[src/rtl/qint_sched.sv]
// Shares one qint interrupt channel among NSRC internal sources: latches request pulses,
// picks a winner round-robin, runs the REQ/WAIT/DRIVE handshake and acknowledges the winner.
module qint_sched #(
    parameter int NSRC    = 4,
    parameter int VWIDTH  = 9,
    parameter int TIMEOUT = 1023
) (
    input  logic                   qclk,
    input  logic                   reset,
    input  logic [NSRC-1:0]        src_req,
    input  logic [NSRC*VWIDTH-1:0] src_vector,
    output logic [NSRC-1:0]        src_ack,
    output logic                   interrupt_request,
    input  logic                   assert_vector,
    output logic [VWIDTH-1:0]      vector_out,
    output logic [NSRC-1:0]        pending,
    output logic                   busy
);

    localparam int PW = (NSRC > 1) ? $clog2(NSRC) : 1;
    localparam int TW = (TIMEOUT > 0) ? $clog2(TIMEOUT + 1) : 1;
    // QBUS vectors are longword aligned: bits <1:0> never reach the bus.
    localparam logic [VWIDTH-1:0] VEC_MASK = {{(VWIDTH-2){1'b1}}, 2'b00};

    typedef enum logic [2:0] {
        ST_IDLE  = 3'd0,
        ST_REQ   = 3'd1,
        ST_WAIT  = 3'd2,
        ST_DRIVE = 3'd3,
        ST_GAP   = 3'd4
    } state_t;

    state_t            state_r, state_next_s;
    logic [NSRC-1:0]   pending_r;
    logic [PW-1:0]     rr_r, rr_next_s;
    logic [PW-1:0]     grant_r, grant_next_s;
    logic [PW-1:0]     pick_s;
    logic [PW:0]       grant_inc_s;
    logic [VWIDTH-1:0] vec_q_r, vec_next_s, vec_sel_s;
    logic [VWIDTH-1:0] vout_r, vout_next_s;
    logic [TW-1:0]     timer_r, timer_next_s;
    logic              irq_r, irq_next_s;
    logic [NSRC-1:0]   src_ack_r, ack_next_s;
    logic              busy_r;

    // First set request at or after start, wrapping modulo NSRC.
    function automatic logic [PW-1:0] rr_pick(input logic [NSRC-1:0] req,
                                              input logic [PW-1:0]   start);
        logic [PW-1:0] win;
        logic [PW:0]   idx;
        logic          found;
        win   = start;
        found = 1'b0;
        for (int k = 0; k < NSRC; k++) begin
            idx = {1'b0, start} + (PW+1)'(k);
            idx = (idx >= (PW+1)'(NSRC)) ? (idx - (PW+1)'(NSRC)) : idx;
            if (!found && req[idx[PW-1:0]]) begin
                win   = idx[PW-1:0];
                found = 1'b1;
            end else begin
                win   = win;
            end
        end
        return win;
    endfunction

    assign pick_s      = rr_pick(pending_r, rr_r);
    assign grant_inc_s = {1'b0, grant_r} + {{PW{1'b0}}, 1'b1};

    // Vector of the source that would win arbitration this cycle.
    always_comb begin
        vec_sel_s = {VWIDTH{1'b0}};
        for (int i = 0; i < NSRC; i++) begin
            vec_sel_s = (pick_s == PW'(i)) ? src_vector[i*VWIDTH +: VWIDTH] : vec_sel_s;
        end
    end

    // Next-state and next-output decode for the service handshake.
    always_comb begin
        state_next_s = state_r;
        grant_next_s = grant_r;
        vec_next_s   = vec_q_r;
        timer_next_s = timer_r;
        rr_next_s    = rr_r;
        irq_next_s   = 1'b0;
        ack_next_s   = {NSRC{1'b0}};
        vout_next_s  = {VWIDTH{1'b0}};
        case (state_r)
            ST_IDLE: begin
                if (pending_r != {NSRC{1'b0}}) begin
                    grant_next_s = pick_s;
                    vec_next_s   = vec_sel_s & VEC_MASK;
                    irq_next_s   = 1'b1;
                    state_next_s = ST_REQ;
                end else begin
                    state_next_s = ST_IDLE;
                end
            end
            ST_REQ: begin
                timer_next_s = {TW{1'b0}};
                state_next_s = ST_WAIT;
            end
            ST_WAIT: begin
                if (assert_vector) begin
                    vout_next_s  = vec_q_r;
                    state_next_s = ST_DRIVE;
                end else if (timer_r == TW'(TIMEOUT)) begin
                    irq_next_s   = 1'b1;
                    state_next_s = ST_REQ;
                end else begin
                    timer_next_s = timer_r + TW'(1);
                end
            end
            ST_DRIVE: begin
                if (assert_vector) begin
                    vout_next_s = vec_q_r;
                end else begin
                    for (int i = 0; i < NSRC; i++) begin
                        ack_next_s[i] = (grant_r == PW'(i));
                    end
                    rr_next_s    = (grant_inc_s >= (PW+1)'(NSRC)) ? {PW{1'b0}} : grant_inc_s[PW-1:0];
                    state_next_s = ST_GAP;
                end
            end
            ST_GAP: begin
                state_next_s = ST_IDLE;
            end
            default: begin
                state_next_s = ST_IDLE;
            end
        endcase
    end

    // Service state and registered handshake outputs.
    always_ff @(posedge qclk or posedge reset) begin
        if (reset) begin
            state_r   <= ST_IDLE;
            grant_r   <= {PW{1'b0}};
            rr_r      <= {PW{1'b0}};
            vec_q_r   <= {VWIDTH{1'b0}};
            vout_r    <= {VWIDTH{1'b0}};
            timer_r   <= {TW{1'b0}};
            irq_r     <= 1'b0;
            src_ack_r <= {NSRC{1'b0}};
            busy_r    <= 1'b0;
        end else begin
            state_r   <= state_next_s;
            grant_r   <= grant_next_s;
            rr_r      <= rr_next_s;
            vec_q_r   <= vec_next_s;
            vout_r    <= vout_next_s;
            timer_r   <= timer_next_s;
            irq_r     <= irq_next_s;
            src_ack_r <= ack_next_s;
            busy_r    <= (state_next_s != ST_IDLE);
        end
    end

    // Request latch; a new pulse in the acknowledge cycle beats the clear.
    always_ff @(posedge qclk or posedge reset) begin
        if (reset) begin
            pending_r <= {NSRC{1'b0}};
        end else begin
            pending_r <= (pending_r & ~src_ack_r) | src_req;
        end
    end

    assign src_ack           = src_ack_r;
    assign interrupt_request = irq_r;
    assign vector_out        = vout_r;
    assign pending           = pending_r;
    assign busy              = busy_r;

endmodule

[config.mk]
export PLATFORM = sky130hd
export DESIGN_NAME = qint_sched
export DESIGN_NICKNAME = d
export VERILOG_FILES = /design/src/rtl/qint_sched.sv
export SDC_FILE = /design/constraint.sdc
export NUM_CORES = 1
export LEC_CHECK = 0
export CAP_MARGIN = 20
export CORE_MARGIN = 2
export CORE_UTILIZATION = 51
export DETAILED_ROUTE_END_ITERATION = 10
export PLACE_DENSITY_LB_ADDON = 0.1
export RECOVER_POWER = 25
export SETUP_SLACK_MARGIN = 0.5
export SLEW_MARGIN = 20
export SYNTH_ARGS = -nofsm -noshare
export SYNTH_HDL_FRONTEND = slang
export SYNTH_SLANG_ARGS = --single-unit
export TNS_END_PERCENT = 5
[constraint.sdc]
create_clock -name qclk -period 5.68 [get_ports qclk]
set_input_delay 1.136 -clock qclk [delete_from_list [all_inputs] [get_ports qclk]]
set_output_delay 1.136 -clock qclk [all_outputs]
set_load 0.03 [all_outputs]
# Word-level counts from Yosys, hierarchy flattened
# Cells that the tools add are included.
[totals]
register_bits = 43
input_bits = 43
output_inout_bits = 19
word_cells = 100
[op_classes]
n_addsub = 9
magnitude_cmp = 9
n_eq_ne = 12
mux = 40
bitwise_logic = 4
reduce_logical = 16
[op_table]
columns = ["operator", "n"]
rows = [
  ["9-bit two-way mux", 6],
  ["10-bit two-way mux", 2],
  ["10-bit case mux with 2 select lines", 1],
  ["2-bit two-way mux", 9],
  ["3-bit greater-or-equal comparator (second input constant)", 4],
  ["2-bit by 3-bit < comparator with 1-bit output (second input constant)", 4],
  ["3-bit case mux with 4 select lines", 1],
  ["1-bit two-way mux", 11],
  ["10-bit by 1-bit adder with 10-bit output (second input constant)", 1],
  ["10-bit equality test (second input constant)", 1],
  ["3-bit two-way mux", 3],
  ["1-bit binary-select mux with 2-bit select", 4],
  ["2-bit equality test (second input constant)", 4],
  ["4-bit two-way mux", 2],
  ["2-bit by 1-bit subtractor with 2-bit output (second input constant)", 4],
  ["2-bit by 1-bit adder with 3-bit output (second input constant)", 2],
  ["2-bit by 2-bit adder with 3-bit output (second input constant)", 2],
  ["3-bit by 2-bit equality test with 1-bit output (second input constant)", 2],
  ["4-bit bitwise AND", 1],
  ["2-bit by 1-bit equality test with 1-bit output (second input constant)", 2],
  ["2-bit zero test", 2],
  ["2-bit inequality test (second input constant)", 2],
  ["4-bit NOT", 1],
  ["4-bit OR", 1],
  ["other kinds (13)", 18],
]

# Depth between registers and ports, before layout
# Gate-level depths: netlist of run 1.
[depth]
word_depth = 19
ltp_mapped = 8
mapped_depth_nobuf = 7

# Worst setup path before layout of run 1
# No wires, ideal clock.
[synth_timing]
path_type = "input-to-reg"
startpoint = "input assert_vector"
endpoint = "register timer_r[7]"
setup_ps = 127
arrival_ps = 2178
required_time_ps = 5553
slack_ps = 3375
path_stages = 5
cell_sequence = "nor3b_4 > a21o_1 > nand4_1 > nor2_1 > mux2_1"
[synth_between]
elab_chain_len = 2
[synth_lines]
columns = ["element", "line_no", "text"]
rows = [
  ["start, declared", "14", "input logic assert_vector,"],
  ["2-bit inequality test (no line)", "--", ""],
  ["3-bit AND reduction (no line)", "--", ""],
  ["end signal, assigned", "142", "timer_r <= {TW{1'b0}};"],
  ["end signal, assigned", "152", "timer_r <= timer_next_s;"],
  ["end, declared", "41", "logic [TW-1:0] timer_r, timer_next_s;"],
]
# No other way between the ends.
# A chain may end at the register's enable or synchronous reset.

==> impl_metrics.tcl, run 1 <==
set metrics [dict create \
    status "finished, violations left" \
    violations "max-capacitance violations, max-slew violations" \
    drv_slew 42 \
    fmax_ghz 0.305 \
    synth_area_um2 2140 \
    core_um2 4030 \
    ys_ff_latch 41 \
    place.gp.congestion 0.768 \
    grt_pass1_vias 1471 \
    r2r_cells 5 \
    worst-path-max-fanout 41 \
    async_flop_share 1.00 \
    htree_levels 2 \
    hold_violations 0 \
    synth_cells 203 \
    die_area_um2 4740 \
    ios 62 \
    hp-start "src_ack[2]$_DFF_PP0_" \
    die_h_um 68.8 \
    pre_cts_ws_ns 2.58 \
    setup_violations 0 \
    ctsHoldBuffers 0 \
    postCtsSetupBuffers 0 \
    r2r-end "timer_r[7]$_DFFE_PP0P_" \
    setup-tns-final_ns 0 \
    track_usage 0.189 \
    finalPower_mw 1.20 \
    yosys_warnings 0 \
    initial_core_util 0.532 \
    via_count 1584 \
    seq_area_frac_synth 0.479 \
    leakage_nw 1.25 \
    crit_start "reset" \
    cts_sinks 41 \
    grt_overflow_total 0 \
    drt-initial-drc-count 129 \
    worstPathRequired_ns 5.65 \
    cts_root_buf "clkbuf_8" \
    grt_max_degree 42 \
    routed_wl_um 4190 \
    worstSetupPathType "in -> async" \
    viasPerCell 5.23 \
    nets 300 \
    syn_avg_cell_area_um2 10.6 \
    end_kind "async pin" \
    maxCapViolCount 1 \
    worstReg2RegStart "state_r[0]$_DFF_PP0_" \
    diodes 0 \
    setup_slack_ns 2.40 \
    hp-class "reg -> reg" \
    cts.path.max_buffers 2 \
    hold_path_depth 1 \
    rsz0062_at_grt "no" \
    area_delta_synth_final_pct 29.0 \
    die_w_um 68.8 \
    worstHoldEndpoint "pending[2]$_DFF_PP0_" \
    finalClockSkew_ns 0.00563 \
    synth_flop_cell "dfrtp_1" \
    clk_latency_ns 0.29 \
    tightest_slew_ns 2.15 \
    drive_above_1_share 0.0632 \
    dpl_cell_area_um2 2650 \
    r2r_slack_ns 3.35 \
    post_cts_resized 0 \
    min_period_over_period 0.578 \
    layout_min_cycle_time_ns 3.28 \
    ir_drop_mv 0.257 \
    startpoint_type "input port" \
    hpwl_um 2980 \
    synth-edff-count 0 \
    slew_headroom -0.431 \
    cts_buffers 5 \
    arrival_ns 3.25 \
    drtAntennaViolNets 0 \
    yosysUniqueCellTypes 48 \
    num_rows 23 \
    holdWs_ns 0.466 \
    antenna_found_initial 0 \
    wl_per_cell_um 13.8 \
    clk_pin_slew_ns 0.08 \
    drc 0 \
    power_density_nw_per_um2 435 \
    dr.pass1.iters 4 \
    grt_pass1_wl_um 6600 \
    final_area_um2 2760 \
    cts_tree "done" \
    io_buffers 51 \
]
[final cells by class]
type,instances,area (µm²)
Clock buffer,7,86.3
Clock inverter,1,30.0
Fill cell,330,1260
Inverter,10,37.5
Multi-Input combinational cell,142,1010
Sequential cell,41,1030
Tap cell,50,62.6
Timing Repair Buffer,52,514
[power breakdown]
group	switching (mW)	internal, mW	total (mW)
clock network	0.0995	0.143	0.243
registers	0.0787	0.374	0.452
logic	0.271	0.236	0.507
total	0.449	0.753	1.20
[critical path: stages]
cell           delay, ns
dlygate4sd3_1       0.53
inv_1               0.05
clkbuf_1            1.52
[layout by cell type (no fill, tap or decap), types with 3 or more instances in the layout]
master,n
ha_1,5
nor2_1,17
mux2i_1,10
o21bai_1,4
inv_1,10
and3_1,8
mux2_1,3
a21o_1,4
a21oi_1,5
nand2_1,21
dfrtp_1,41
clkbuf_8,6
o221ai_1,5
xor2_1,6
dlygate4sd3_1,5
and2_1,9
nand3_1,3
nor2b_1,5
clkdlybuf4s50_1,46
[worst max-delay path by stage]
stage / end / slack, ns
final: grant_r[0]$_DFFE_PP0P_ / 2.40
after global routing: timer_r[1]$_DFFE_PP0P_ / 1.86
after CTS: timer_r[7]$_DFFE_PP0P_ / 2.87
after detailed placement: timer_r[7]$_DFFE_PP0P_ / 2.58
after global placement: timer_r[7]$_DFFE_PP0P_ / 2.65
after floorplan: timer_r[7]$_DFFE_PP0P_ / 3.37
[synthesized netlist by cell type, types with 3 or more instances]
cell type	instances	share of area
and2_1	9	0.026
dfrtp_1	41	0.48
xor2_1	6	0.025
nor2_1	17	0.030
buf_2	4	0.0093
mux2i_1	10	0.047
o221ai_1	5	0.020
mux2_1	3	0.016
nand2_1	21	0.037
and3_1	8	0.023
ha_1	5	0.029
o21bai_1	4	0.014
nand3_1	3	0.0070
a21o_1	4	0.014
nor2b_1	5	0.015
buf_4	5	0.018
a21oi_1	5	0.012
inv_1	10	0.018
[registers in the layout, indices dropped and copies added, names as in the netlist]
register           cells
timer_r               10
interrupt_request      1
busy                   1
state_r                3
rr_r                   2
vector_out             7
vec_q_r                7
grant_r                2
pending                4
src_ack                4
[stage by stage]
stage / std cells / utilization
finish: 303 / 0.686
global route: 303 / 0.686
CTS: 303 / 0.687
detailed placement: 295 / 0.658
global placement: 295 / 0.658
floorplan: 204 / -
[routing by layer]
layer | GRT usage | up-vias | wire [µm]
met4 | 0.0368 | 0 | 23
met2 | 0.323 | 47 | 2050
met3 | 0.0536 | 3 | 246
met1 | 0.242 | 739 | 1870
li1 | - | 795 | -
met5 | 0 | - | 0
[cell families after synthesis]
group | count (synthesis) | share of synthesized area
xor gates and xnor gates | 7 | 0.0286
adders and majority gates | 5 | 0.0292
DFF | 41 | 0.479
AOI/OAI and AO/OA | 33 | 0.134
muxes | 15 | 0.0730
other | 1 | 0.00175
and+or+nand+nor | 80 | 0.201
buffers and inverters | 21 | 0.0531
No activity file was read; power rests on OpenSTA's default activity.
==> inputs of run 2 (changes only) <==
--- a/config.mk
+++ b/config.mk
@@ -7,7 +7,7 @@
 export LEC_CHECK = 0
 export CAP_MARGIN = 20
 export CORE_MARGIN = 2
-export CORE_UTILIZATION = 51
+export CORE_UTILIZATION = 47
 export DETAILED_ROUTE_END_ITERATION = 10
 export PLACE_DENSITY_LB_ADDON = 0.1
 export RECOVER_POWER = 25
==> constraint.sdc (replaced) <==
create_clock -name qclk -period 3.45 [get_ports qclk]
set_input_delay 0.69 -clock qclk [delete_from_list [all_inputs] [get_ports qclk]]
set_output_delay 0.69 -clock qclk [all_outputs]
set_load 0.03 [all_outputs]
==> run 2 against run 1 <==
Against the previous run: the run now ends clean; wire length fell by 2.4%; largest cell class unchanged; via count up 1.1%; first-iteration DRC count down 22%; total power increased by 58%.
==> impl_metrics.tcl, run 2 (same netlist as run 1, synthesis figures left out) <==
set metrics [dict create \
    dr.pass1.iters 4 \
    slew_headroom 0.423 \
    largest_reg_flops 10 \
    layout_common_cells "clkdlybuf4s50_1 (46), dfrtp_1 (41), nand2_1 (21)" \
    htree_levels 2 \
    layout_min_cycle_time_ns 2.28 \
    grt_pass1_vias 1523 \
    ios 62 \
    power_density_nw_per_um2 690 \
    drive_above_1_share 0.0672 \
    place.gp.congestion 0.773 \
    setup_violations 0 \
    setup_slack_ns 1.17 \
    ctsHoldBuffers 0 \
    postCtsSetupBuffers 0 \
    post_cts_resized 0 \
    setup-tns-final_ns 0 \
    area_delta_synth_final_pct 28.2 \
    cts.path.max_buffers 2 \
    hp-class "reg -> reg" \
    hold_violations 0 \
    cts_sinks 41 \
    arrival_ns 2.46 \
    ir_drop_mv 0.274 \
    clk_latency_ns 0.29 \
    drv_slew 0 \
    io_buffers 51 \
    critPathMaxStageDelay_ns 0.51 \
    initial_core_util 0.489 \
    worst-path-max-fanout 7 \
    min_period_over_period 0.661 \
    die_area_um2 5120 \
    grt_pass1_wl_um 7120 \
    die_w_um 71.5 \
    multi_input_comb_area_um2 1010 \
    maxCapViolCount 0 \
    cts_buffers 5 \
    pre_cts_ws_ns 0.875 \
    core_um2 4380 \
    viasPerCell 5.25 \
    final_common_cell "clkdlybuf4s50_1" \
    path_cells "clkdlybuf4s50_1 -> nor3b_4 -> a21o_1 -> nand4_1 -> nor2_1 -> mux2_1" \
    wl_per_cell_um 13.4 \
    startpoint_type "input port" \
    fin_util 0.627 \
    cts_root_buf "clkbuf_8" \
    grt_max_degree 42 \
    drc 0 \
    end_kind "register" \
    cts_tree "done" \
    via_count 1602 \
    num_rows 24 \
    fmax_ghz 0.439 \
    regMostFlops "timer_r" \
    antenna_found_initial 0 \
    tightest_slew_ns 0.865 \
    status "completed" \
    slowest_stage "clkdlybuf4s50_1" \
    r2r_slack_ns 1.35 \
    clk_pin_slew_ns 0.07 \
    leakage_nw 1.24 \
    drtAntennaViolNets 0 \
    diodes 0 \
    fillers 378 \
    routed_wl_um 4090 \
    grt_overflow_total 0 \
    regArea_um2 1030 \
    track_usage 0.180 \
    worstSetupPathType "in -> reg" \
    drt-initial-drc-count 101 \
    die_h_um 71.5 \
    rsz0062_at_grt "no" \
    hpwl_um 2980 \
    nets 301 \
    worstPathRequired_ns 3.63 \
    finalClockSkew_ns 0.00373 \
]
run 2: cell count changes in the layout (fill, tap and decap cells not counted):
cell	previous run	this run
buf_4	0	2
bufinv_16	1	0
clkbuf_1	2	1
run 2: area by class of cell:
| class | instances | share of cell area |
|---|---|---|
| Sequential cell | 41 | 0.373 |
| Multi-Input combinational cell | 142 | 0.367 |
| Timing Repair Buffer | 53 | 0.191 |
| Clock buffer | 7 | 0.0314 |
| Tap cell | 52 | 0.0237 |
| Inverter | 10 | 0.0137 |
run 2: where the power goes:
part	total (mW)	switching [mW]	internal, mW
sequential	0.744	0.128	0.616
combinational	0.839	0.446	0.393
clock	0.312	0.154	0.159
run 2: path summary, 6_finish.rpt:
kind | endpoint | depth (start not counted) | startpoint
max in group asynchronous | pending[1]$_DFF_PP0_ | 3 | reset
min in group asynchronous | vector_out[4]$_DFF_PP0_ | 3 | reset
worst max register to register | timer_r[7]$_DFFE_PP0P_ | 7 | timer_r[0]$_DFFE_PP0P_
worst max-delay path | timer_r[7]$_DFFE_PP0P_ | 6 | assert_vector
worst min register to register | pending[2]$_DFF_PP0_ | 1 | src_ack[2]$_DFF_PP0_
worst min-delay path | pending[2]$_DFF_PP0_ | 1 | src_ack[2]$_DFF_PP0_
run 2: critical path: cells and delay by family:
kind	cells	cell delay, ns
buffers and inverters	1	0.51
muxes	1	0.32
AOI/OAI and AO/OA	1	0.30
and+or+nand+nor	3	0.63
run 2: stage by stage:
step	cells	instance area, µm²	hold WS [ns]	total power, mW
2_1_floorplan	204	2150	0.445	1.38
4_1_cts	305	2750	0.470	1.92
3_3_place_gp	298	2660	0.452	1.58
6_report	305	2750	0.461	1.89
5_1_grt	305	2750	0.487	2.05
3_5_place_dp	298	2660	0.458	1.60
run 2: metal layers:
metal,wire (µm),global-route usage,share of wire,vias to the layer above
met5,0,0,0,-
met4,55,0.0524,0.013,0
met3,242,0.0605,0.059,6
met2,1890,0.277,0.46,42
met1,1900,0.243,0.46,754
li1,-,-,-,800
